`config.mk`:
```
export PLATFORM = sky130hd
export DESIGN_NAME = reg_dw_downsizer
export DESIGN_NICKNAME = d
export VERILOG_FILES = /design/src/rtl/reg_dw_downsizer.sv
export SDC_FILE = /design/constraint.sdc
export NUM_CORES = 1
export LEC_CHECK = 0
export BUFFER_PORTS_ARGS = -buffer_cell sky130_fd_sc_hd__buf_4
export CAP_MARGIN = 10
export CORE_AREA = 5 5 105 107
export CTS_CLUSTER_DIAMETER = 30
export DETAILED_ROUTE_END_ITERATION = 10
export DIE_AREA = 0 0 110 112
export PLACE_DENSITY = 0.73
export SETUP_SLACK_MARGIN = 0.2
export SLEW_MARGIN = 20
export SYNTH_ARGS = -nofsm -noshare
export SYNTH_HDL_FRONTEND = slang
export SYNTH_SLANG_ARGS = --single-unit
```
`constraint.sdc`:
```
create_clock -name clk_i -period 2.15 [get_ports clk_i]
set_input_delay 0.1075 -clock clk_i [delete_from_list [all_inputs] [get_ports clk_i]]
set_output_delay 0.1075 -clock clk_i [all_outputs]
set_load 0.1 [all_outputs]
```
`src/rtl/reg_dw_downsizer.sv`:
```
// Register-interface data-width downsizer.
// Splits one wide register transaction into a sequence of narrow beats.
// Reads always issue every beat, low beat first. Writes issue only the beats
// whose strobe slice is non-zero. Beat responses are gathered into a single
// upstream response that is presented for one cycle.

package reg_dw_downsizer_pkg;

    // Default 64-bit upstream request/response shapes.
    typedef struct packed {
        logic [31:0] addr;
        logic        write;
        logic [63:0] wdata;
        logic [7:0]  wstrb;
        logic        valid;
    } reg_req64_t;

    typedef struct packed {
        logic [63:0] rdata;
        logic        error;
        logic        ready;
    } reg_rsp64_t;

    // Default 32-bit downstream request/response shapes.
    typedef struct packed {
        logic [31:0] addr;
        logic        write;
        logic [31:0] wdata;
        logic [3:0]  wstrb;
        logic        valid;
    } reg_req32_t;

    typedef struct packed {
        logic [31:0] rdata;
        logic        error;
        logic        ready;
    } reg_rsp32_t;

endpackage

module reg_dw_downsizer
    import reg_dw_downsizer_pkg::*;
#(
    parameter int unsigned AddrWidth    = 32,
    parameter int unsigned InDataWidth  = 64,
    parameter int unsigned OutDataWidth = 32,
    parameter type         req_in_t     = reg_req64_t,
    parameter type         rsp_in_t     = reg_rsp64_t,
    parameter type         req_out_t    = reg_req32_t,
    parameter type         rsp_out_t    = reg_rsp32_t
) (
    input  logic     clk_i,
    input  logic     rst_ni,
    input  req_in_t  in_req_i,
    output rsp_in_t  in_rsp_o,
    output req_out_t out_req_o,
    input  rsp_out_t out_rsp_i
);

    localparam int unsigned Ratio    = InDataWidth / OutDataWidth;
    localparam int unsigned InBytes  = InDataWidth / 8;
    localparam int unsigned OutBytes = OutDataWidth / 8;
    localparam int unsigned IdxW     = $clog2(Ratio);
    localparam int unsigned OutOffW  = $clog2(OutBytes);

    typedef enum logic [1:0] {
        IDLE,
        ISSUE,
        RESP
    } state_e;

    state_e                  state_q;
    logic [IdxW-1:0]         idx_q;
    logic [InDataWidth-1:0]  rdata_q;
    logic                    err_q;

    logic                    beat_act;
    logic                    first_found;
    logic [IdxW-1:0]         first_idx;
    logic                    next_found;
    logic [IdxW-1:0]         next_idx;

    logic [AddrWidth-1:0]    base_addr;
    logic [AddrWidth-1:0]    beat_addr;
    logic [OutDataWidth-1:0] beat_wdata;
    logic [OutBytes-1:0]     beat_wstrb;

    // Find the first active beat and the active beat following idx_q.
    always_comb begin
        beat_act    = 1'b0;
        first_found = 1'b0;
        first_idx   = '0;
        next_found  = 1'b0;
        next_idx    = '0;
        for (int unsigned k = 0; k < Ratio; k++) begin
            beat_act = !in_req_i.write || (|in_req_i.wstrb[k*OutBytes +: OutBytes]);
            if (beat_act && !first_found) begin
                first_found = 1'b1;
                first_idx   = IdxW'(k);
            end
            if (beat_act && !next_found && (IdxW'(k) > idx_q)) begin
                next_found = 1'b1;
                next_idx   = IdxW'(k);
            end
        end
    end

    // Select the address, data and strobe of the current beat from the held request.
    always_comb begin
        base_addr  = in_req_i.addr & ~AddrWidth'(InBytes - 1);
        beat_addr  = base_addr + (AddrWidth'(idx_q) << OutOffW);
        beat_wdata = '0;
        beat_wstrb = '0;
        for (int unsigned k = 0; k < Ratio; k++) begin
            if (idx_q == IdxW'(k)) begin
                beat_wdata = in_req_i.wdata[k*OutDataWidth +: OutDataWidth];
                beat_wstrb = in_req_i.wstrb[k*OutBytes +: OutBytes];
            end
        end
    end

    // Sequencer: accept a request, walk the active beats, then pulse the response.
    always_ff @(posedge clk_i or negedge rst_ni) begin
        if (!rst_ni) begin
            state_q <= IDLE;
            idx_q   <= '0;
            rdata_q <= '0;
            err_q   <= 1'b0;
        end else begin
            case (state_q)
                IDLE: begin
                    if (in_req_i.valid) begin
                        rdata_q <= '0;
                        err_q   <= 1'b0;
                        // A write with no strobes has no active beat at all.
                        if (!first_found) begin
                            state_q <= RESP;
                        end else begin
                            idx_q   <= first_idx;
                            state_q <= ISSUE;
                        end
                    end
                end
                ISSUE: begin
                    if (out_rsp_i.ready) begin
                        err_q <= err_q | out_rsp_i.error;
                        if (!in_req_i.write) begin
                            for (int unsigned k = 0; k < Ratio; k++) begin
                                if (idx_q == IdxW'(k)) begin
                                    rdata_q[k*OutDataWidth +: OutDataWidth] <= out_rsp_i.rdata;
                                end
                            end
                        end
                        if (next_found) begin
                            idx_q <= next_idx;
                        end else begin
                            state_q <= RESP;
                        end
                    end
                end
                RESP: begin
                    state_q <= IDLE;
                end
                default: begin
                    state_q <= IDLE;
                end
            endcase
        end
    end

    // Downstream request: only driven while a beat is being issued.
    always_comb begin
        out_req_o = '0;
        if (state_q == ISSUE) begin
            out_req_o.addr  = beat_addr;
            out_req_o.write = in_req_i.write;
            out_req_o.wdata = beat_wdata;
            out_req_o.wstrb = beat_wstrb;
            out_req_o.valid = 1'b1;
        end
    end

    // Upstream response: gathered data and error, ready for the single RESP cycle.
    always_comb begin
        in_rsp_o       = '0;
        in_rsp_o.rdata = rdata_q;
        in_rsp_o.error = err_q;
        in_rsp_o.ready = (state_q == RESP);
    end

endmodule

```
Word-level counts from Yosys, hierarchy flattened

Cells that the tools add are included.

Logic and storage cells: 65
Output and inout port bits: 136
Input bits: 142
Flip-flop bits (word level): 68

Equality and inequality tests: 10
Add/sub/neg operators: 1
Bitwise gates (word level): 1
Magnitude comparators: 2
Mux-type cells: 28
Reduce and logical (&&, ||, !) cells: 18

Operators with widths:

| kind                                                             | number |
|---|---|
| 64-bit 2-to-1 mux                                                | 3 |
| 64-bit case mux with 2 select lines                              | 1 |
| 32-bit 2-to-1 mux                                                | 3 |
| 70-bit 2-to-1 mux                                                | 1 |
| 32-bit by 3-bit adder with 32-bit output                         | 1 |
| 2-bit != test (second input constant)                            | 8 |
| 5-bit AND reduction                                              | 3 |
| 1-bit 2-to-1 mux                                                 | 12 |
| 2-bit 2-to-1 mux                                                 | 4 |
| 4-bit OR reduction                                               | 2 |
| 3-bit AND reduction                                              | 2 |
| 1-bit logical AND                                                | 4 |
| 4-bit 2-to-1 mux                                                 | 1 |
| 1-bit case mux with 2 select lines                               | 2 |
| 2-bit case mux with 2 select lines                               | 1 |
| 1-bit logical NOT                                                | 3 |
| 2-bit by 1-bit == test with 1-bit output (second input constant) | 1 |
| 2-bit == test (second input constant)                            | 1 |
| 1-bit > comparator (first input constant)                        | 2 |
| 2-bit logical NOT                                                | 1 |
| 1-bit logical OR                                                 | 2 |
| 2-bit nonzero test                                               | 1 |
| 1-bit bitwise OR                                                 | 1 |

Logic depth before layout (Yosys ltp)

Gate-level depths: netlist of the first run.

Depth in word-level cells: 11
Gate-level depth with buffers: 7
Depth with buffers taken out: 6

Worst setup path before layout of the first run

No wires, ideal clock.

Kind: register to output
Start point: reg state_q[1]
End point: out out_req_o[60] (netlist name)
Data arrival time: 2.546 ns
Cell stages (with the launch flop): 6
Path slack: -0.504 ns
Buffers on the path: 1
Required time: 2.043 ns
Path through: dfrtp_1 > inv_1 > nand2_2 > inv_1 > clkbuf_1 > and2_1

RTL lines:

| item                   | RTL line | text |
|---|---|---|
| from (decl)            | 72       | `state_e state_q;` |
| from (signal assigned) | 125      | `state_q <= IDLE;` |
| from (signal assigned) | 137      | `state_q <= RESP;` |
| from (signal assigned) | 140      | `state_q <= ISSUE;` |
| to (decl)              | 56       | `output req_out_t out_req_o,` |

==> results of run 1 <==
## how the worst min path moves through the flow
| stage | end | slack [ns] | startpoint |
|---|---|---|---|
| after floorplan | err_q | -0.19 | rst_ni |
| after global placement | rdata_q[44] | 0.25 | rst_ni |
| after detailed placement | rdata_q[44] | 0.27 | rst_ni |
| after CTS | rdata_q[35] | 0.008 | out_rsp_i[5] |
| after global routing | rdata_q[59] | 0.02 | out_rsp_i[29] |
| final | rdata_q[35] | 0.03 | out_rsp_i[5] |
## critical path: stages (launching register included)
cell and delay, ns:
dfrtp_1 0.41, inv_1 0.16, nand2_2 0.08, clkinv_1 0.10
buf_12 0.21, and2_2 0.20, buf_6 0.22
## metrics by stage
stage                     util, %  hold slack [ns]  setup TNS, ns  area [um2]
after floorplan                 -           -0.188         -0.467        3560
after global placement       56.8            0.253              0        5700
after detailed placement     56.8            0.268              0        5700
after CTS                    59.0          0.00772              0        5930
after global routing         60.2           0.0183              0        6040
final                        60.2           0.0253              0        6040
## logic make-up after synthesis
| group | share of synthesized area (%) |
|---|---|
| simple gates | 22.8 |
| compound gates | 12.2 |
| flops | 49.4 |
| mux | 10.5 |
| buf+inv | 4.94 |
| other cells | 0.109 |
## state kept, by name (all words and copies together) (netlist names)
name and count:
idx_q 1, state_q 2, rdata_q 64, err_q 1
## cell type report
cell class,count,area [um2],area share [%]
timing repair buffer,279,2260,37.4
sequential,68,1700,28.2
multi-input combinational,294,1690,27.9
tap,136,170,2.82
clock buffer,12,145,2.40
clock inverter,4,72.6,1.20
inverter,2,7.51,0.124
## cell usage in the layout (no fill, tap or decap), types with 2 or more instances in the layout
master / n
clkbuf_1: 2
dfrtp_1: 67
clkbuf_8: 10
buf_4: 244
buf_12: 4
bufinv_16: 2
and2_2: 28
nand2b_1: 2
nand2_1: 100
and2_1: 3
buf_6: 30
o21ai_1: 5
nor2_2: 28
nor2_1: 10
o21ai_0: 60
a21oi_1: 3
a21o_2: 2
mux2i_1: 36
conb_1: 2
a21boi_0: 2
## timing repair
action	4_1_cts	5_1_grt
hold buffers	1	0
gates resized for setup	0	30
endpoints found under the hold margin	68	0
setup buffers	0	0
setup endpoints to repair	0	58
## routing by layer
layer  share of wire (%)  vias to the layer above  routed length (um)
li1                    -                     1810                   -
met1                  35                     1708                4430
met2                  52                      172                6570
met3                  10                       19                1280
met4                 2.3                        0                 286
met5                   0                        -                   0
==> flow_summary_export.csv, run 1 <==
group,metric,value,unit
floorplanning,dieArea,0.0123,mm2
yosys,yosysSeqAreaShare,49.4,%
yosys,synth_top_cells_by_count,"nand2_1, dfrtp_1, o21ai_0",
floorplanning,core,0.0100,mm2
clocking,path_clk_slew,0.07,ns
floorplanning,core.rowCount,37,
yosys,syn_inst,396,
worst_setup_path,critical_path_class,"reg -> out",
clocking,cts_max_level,3,
layout,drive_above_1_share,53.9,%
yosys,yosys.cell_count.top_type,"nand2_1",
clocking,clk_path_buf_depth,2,
timing,hold_viol,0,
yosys,synth-main-ff-cell,"dfrtp_1",
clocking,insertion_delay,0.34,ns
yosys,yosysUniqueCellTypes,30,
yosys,synth_enable_flop_cells,0,
run,cap_violations,0,
drt,drtIter0Drc,166,
placed_design,hpwl,10.0,mm
timing,period_share,85.9,%
timing,period_needed,1.85,ns
timing,slew_headroom,43.4,%
timing,grt_setup_unrepaired,"yes",
worst_setup_path,crit_path_end_kind,"output pin",
yosys,synth_top_area_share,49.4,%
floorplanning,die_y,112,um
global_route,grt.busiest_layer,"met2",
global_route,met3_usage,7.59,%
drt,viasPerCell,4.67,
timing,fmax,0.542,GHz
global_route,grt_max_degree,69,
worst_setup_path,cp-startpoint,"state_q[1]",
floorplanning,die_x,110,um
drt,finalWirelength,12.6,mm
worst_setup_path,critPathCapture,"out_req_o[67]",
worst_setup_path,crit_arrival,1.74,ns
worst_setup_path,regToRegEndpoint,"rdata_q[19]",
clocking,cts.sink_count,68,
layout,nets,796,
placed_design,place_congestion,0.806,
yosys,yosys_warnings,0,
layout,area_growth,75.6,%
clocking,cts_tree,"yes",
global_route,grtUsageTotal,19.5,%
yosys,async_reset_ff_share,100,%
worst_setup_path,rrSetupSlack,0.67,ns
yosys,synth-seq-cells,68,
yosys,syn_avg_cell_area,8.69,um2
global_route,met2_usage,34.5,%
global_route,met1_usage,20.9,%
timing,setup_viol,0,
global_route,antenna_found_initial,0,
layout,antenna_cells,0,
global_route,grt_pass1_vias,3663,
drt,vias,3709,
timing,setup_ws,0.303,ns
placed_design,post-place-ws,0.626,ns
layout,fin_cells,795,
yosys,synthTopCellsByArea,"dfrtp_1, nand2_1, mux2i_1",
floorplanning,ios,278,
worst_setup_path,critPathRequiredTime,2.04,ns
drt,first_pass_iters,4,
worst_setup_path,cp_max_fo,47,
worst_hold_path,worstHoldPathType,"in -> reg",
worst_setup_path,r2r_cells,4,
timing,worstMarginPinSlew,0.849,ns
status,status,"completed",
layout,nFillCells,870,
yosys,syn_area,0.00344,mm2
clocking,cts_root_buffer,"clkbuf_8",
clocking,cts_buffers,9,
global_route,grt-ovfl-total,0,
yosys,synth_top_area_cell,"dfrtp_1",
worst_setup_path,start_kind,"register",
global_route,grt_pass1_wl,18.7,mm
drt,wl_per_cell,15.8,um
worst_hold_path,holdPathStages,3,
placed_design,dp.cells,778,
floorplanning,start_util,34.3,%
placed_design,io_buffers,272,
timing,skew,0.00378,ns
drt,drc,0,
timing,drv_slew,0,
drt,antenna_left,0,
worst_setup_path,r2r_start,"state_q[0]",
Power of run 1 is not shown: default switching activity piles up to over one toggle a cycle in this logic, so the estimate is an artifact.
==> run 2, diff against run 1 <==
CELL_PAD_IN_SITES_DETAIL_PLACEMENT = 1   (was not set)
CELL_PAD_IN_SITES_GLOBAL_PLACEMENT = 1   (was not set)
CORE_AREA = not set   (was 5 5 105 107)
CORE_MARGIN = 5   (was not set)
CORE_UTILIZATION = 28   (was not set)
DIE_AREA = not set   (was 0 0 110 112)
PLACE_DENSITY = not set   (was 0.73)
PLACE_DENSITY_LB_ADDON = 0.1   (was not set)
==> run 2 against run 1 <==
Against the previous run: wire length up 16%; register-to-register slack worse by 0.14 ns; clock skew up 0.0018 ns; sequential share of layout area down 0.25 points; global-route usage down 0.25 points; setup slack better by 0.051 ns.
==> flow_summary_export.csv, run 2 (synthesis results as in run 1) <==
group,metric,value,unit
status,status,"completed",
clocking,cts.sink_count,68,
timing,finalSetupTns,0,ns
clocking,cts_root_buffer,"clkbuf_16",
global_route,grt_pass1_wl,21.9,mm
timing,grt_setup_unrepaired,"no",
run,cap_violations,0,
drt,wl_per_cell,18.0,um
global_route,grtUsageTotal,19.3,%
drt,vias,3732,
clocking,cts_buffers,9,
layout,fin_area,0.00610,mm2
floorplanning,die_x,121,um
drt,drtIter0Drc,188,
layout,fin_cells,808,
floorplanning,die_y,121,um
clocking,path_clk_slew,0.05,ns
timing,hold_viol,0,
floorplanning,dieArea,0.0146,mm2
drt,antenna_left,0,
worst_setup_path,start_kind,"register",
layout,drive_above_1_share,54.6,%
timing,period_needed,1.80,ns
placed_design,dp.cells,790,
timing,setup_viol,0,
worst_setup_path,slowest_delay,0.41,ns
floorplanning,start_util,28.7,%
timing,worstMarginPinSlew,0.860,ns
clocking,postCtsSetupRepairBufs,0,
layout,antenna_cells,0,
worst_setup_path,crit_chain,"inv_2 -> nand2_4 -> buf_12 -> nor2_2 -> buf_4",
worst_setup_path,cp_top_family,"buffers and inverters",
timing,holdWs,0.0533,ns
layout,top_register,"rdata_q",
global_route,met2_usage,35.1,%
worst_setup_path,crit_arrival,1.69,ns
global_route,met3_usage,7.83,%
timing,drv_slew,0,
layout,top_regs,"rdata_q x64, state_q x2",
floorplanning,core,0.0120,mm2
layout,area_growth,77.3,%
worst_setup_path,critPathRequiredTime,2.04,ns
drt,first_pass_iters,4,
placed_design,place_congestion,0.830,
worst_setup_path,critical_path_class,"reg -> out",
clocking,cts_max_level,3,
global_route,antenna_found_initial,0,
layout,nFillCells,1416,
layout,final_cell_mix,"buf_4, nand2_1, dfrtp_1",
timing,skew,0.00560,ns
global_route,grt-ovfl-total,0,
global_route,grt.busiest_layer,"met2",
drt,drc,0,
layout,largest_register_ff_count,64,
worst_setup_path,cp_max_fo,31,
placed_design,placed_cell_area,0.00574,mm2
placed_design,hpwl,11.5,mm
layout,regArea,0.00170,mm2
drt,viasPerCell,4.62,
floorplanning,ios,278,
timing,period_share,83.5,%
worst_setup_path,crit_path_end_kind,"output pin",
layout,nets,798,
clocking,clk_path_buf_depth,2,
global_route,grt_pass1_vias,4041,
layout,final_common_cell,"buf_4",
timing,slew_headroom,42.6,%
worst_setup_path,path_buf_inv,3,
floorplanning,core.rowCount,40,
worst_setup_path,cpMaxStageDelayCell,"dfrtp_1",
placed_design,io_buffers,272,
timing,fmax,0.557,GHz
global_route,grt_max_degree,69,
clocking,cts_tree,"yes",
clocking,insertion_delay,0.33,ns
drt,finalWirelength,14.6,mm
worst_hold_path,worstHoldPathType,"in -> reg",
layout,multiInputGateArea,0.00169,mm2
global_route,met1_usage,20.6,%
==> run 2: repair_timing <==
item | CTS | global route
pin swaps | 0 | 0
gates resized for setup | 6 | 5
gates cloned | 1 | 0
endpoints found under the hold margin | 68 | 0
hold buffers | 1 | 0
setup endpoints to repair | 32 | 31
==> run 2: path summary, 6_finish.rpt <==
path / start / end / slack (ns) / cells past startpoint
max in group asynchronous: rst_ni / idx_q / 1.09 / 2
worst max register to register: state_q[0] / rdata_q[49] / 0.53 / 4
worst min register to register: rdata_q[62] / rdata_q[62] / 0.48 / 2
worst min-delay path: out_rsp_i[5] / rdata_q[35] / 0.05 / 3
min in group asynchronous: rst_ni / rdata_q[11] / 0.44 / 2
worst max-delay path: state_q[1] / out_req_o[20] / 0.35 / 5
==> run 2: final cells by class <==
class | instances | share of cell area, %
well taps | 147 | 3.01
repair inverters | 1 | 0.185
multi-input cells | 294 | 27.7
clock buffers | 10 | 3.75
clock inverters | 6 | 1.46
inverters | 2 | 0.246
repair buffers | 280 | 35.7
flip-flops and latches | 68 | 27.9
==> run 2: metrics by stage <==
step | setup slack, ns | util [%]
after floorplan | -0.203 | -
after global placement | 0.316 | 47.8
after detailed placement | 0.242 | 47.8
after CTS | 0.235 | 50.7
after global routing | 0.258 | 50.8
final | 0.354 | 50.8
==> run 2: layer usage <==
metal,vias up,wire length [um]
met1,1754,5190
met5,-,0
met4,0,188
li1,1817,-
met3,9,1430
met2,152,7770
==> run 2: tightest hold or removal path: stages <==
cell,delay (ns)
buf_4,0.11
nand2_1,0.07
o21ai_1,0.06
Power of run 2 is left out for the same reason.
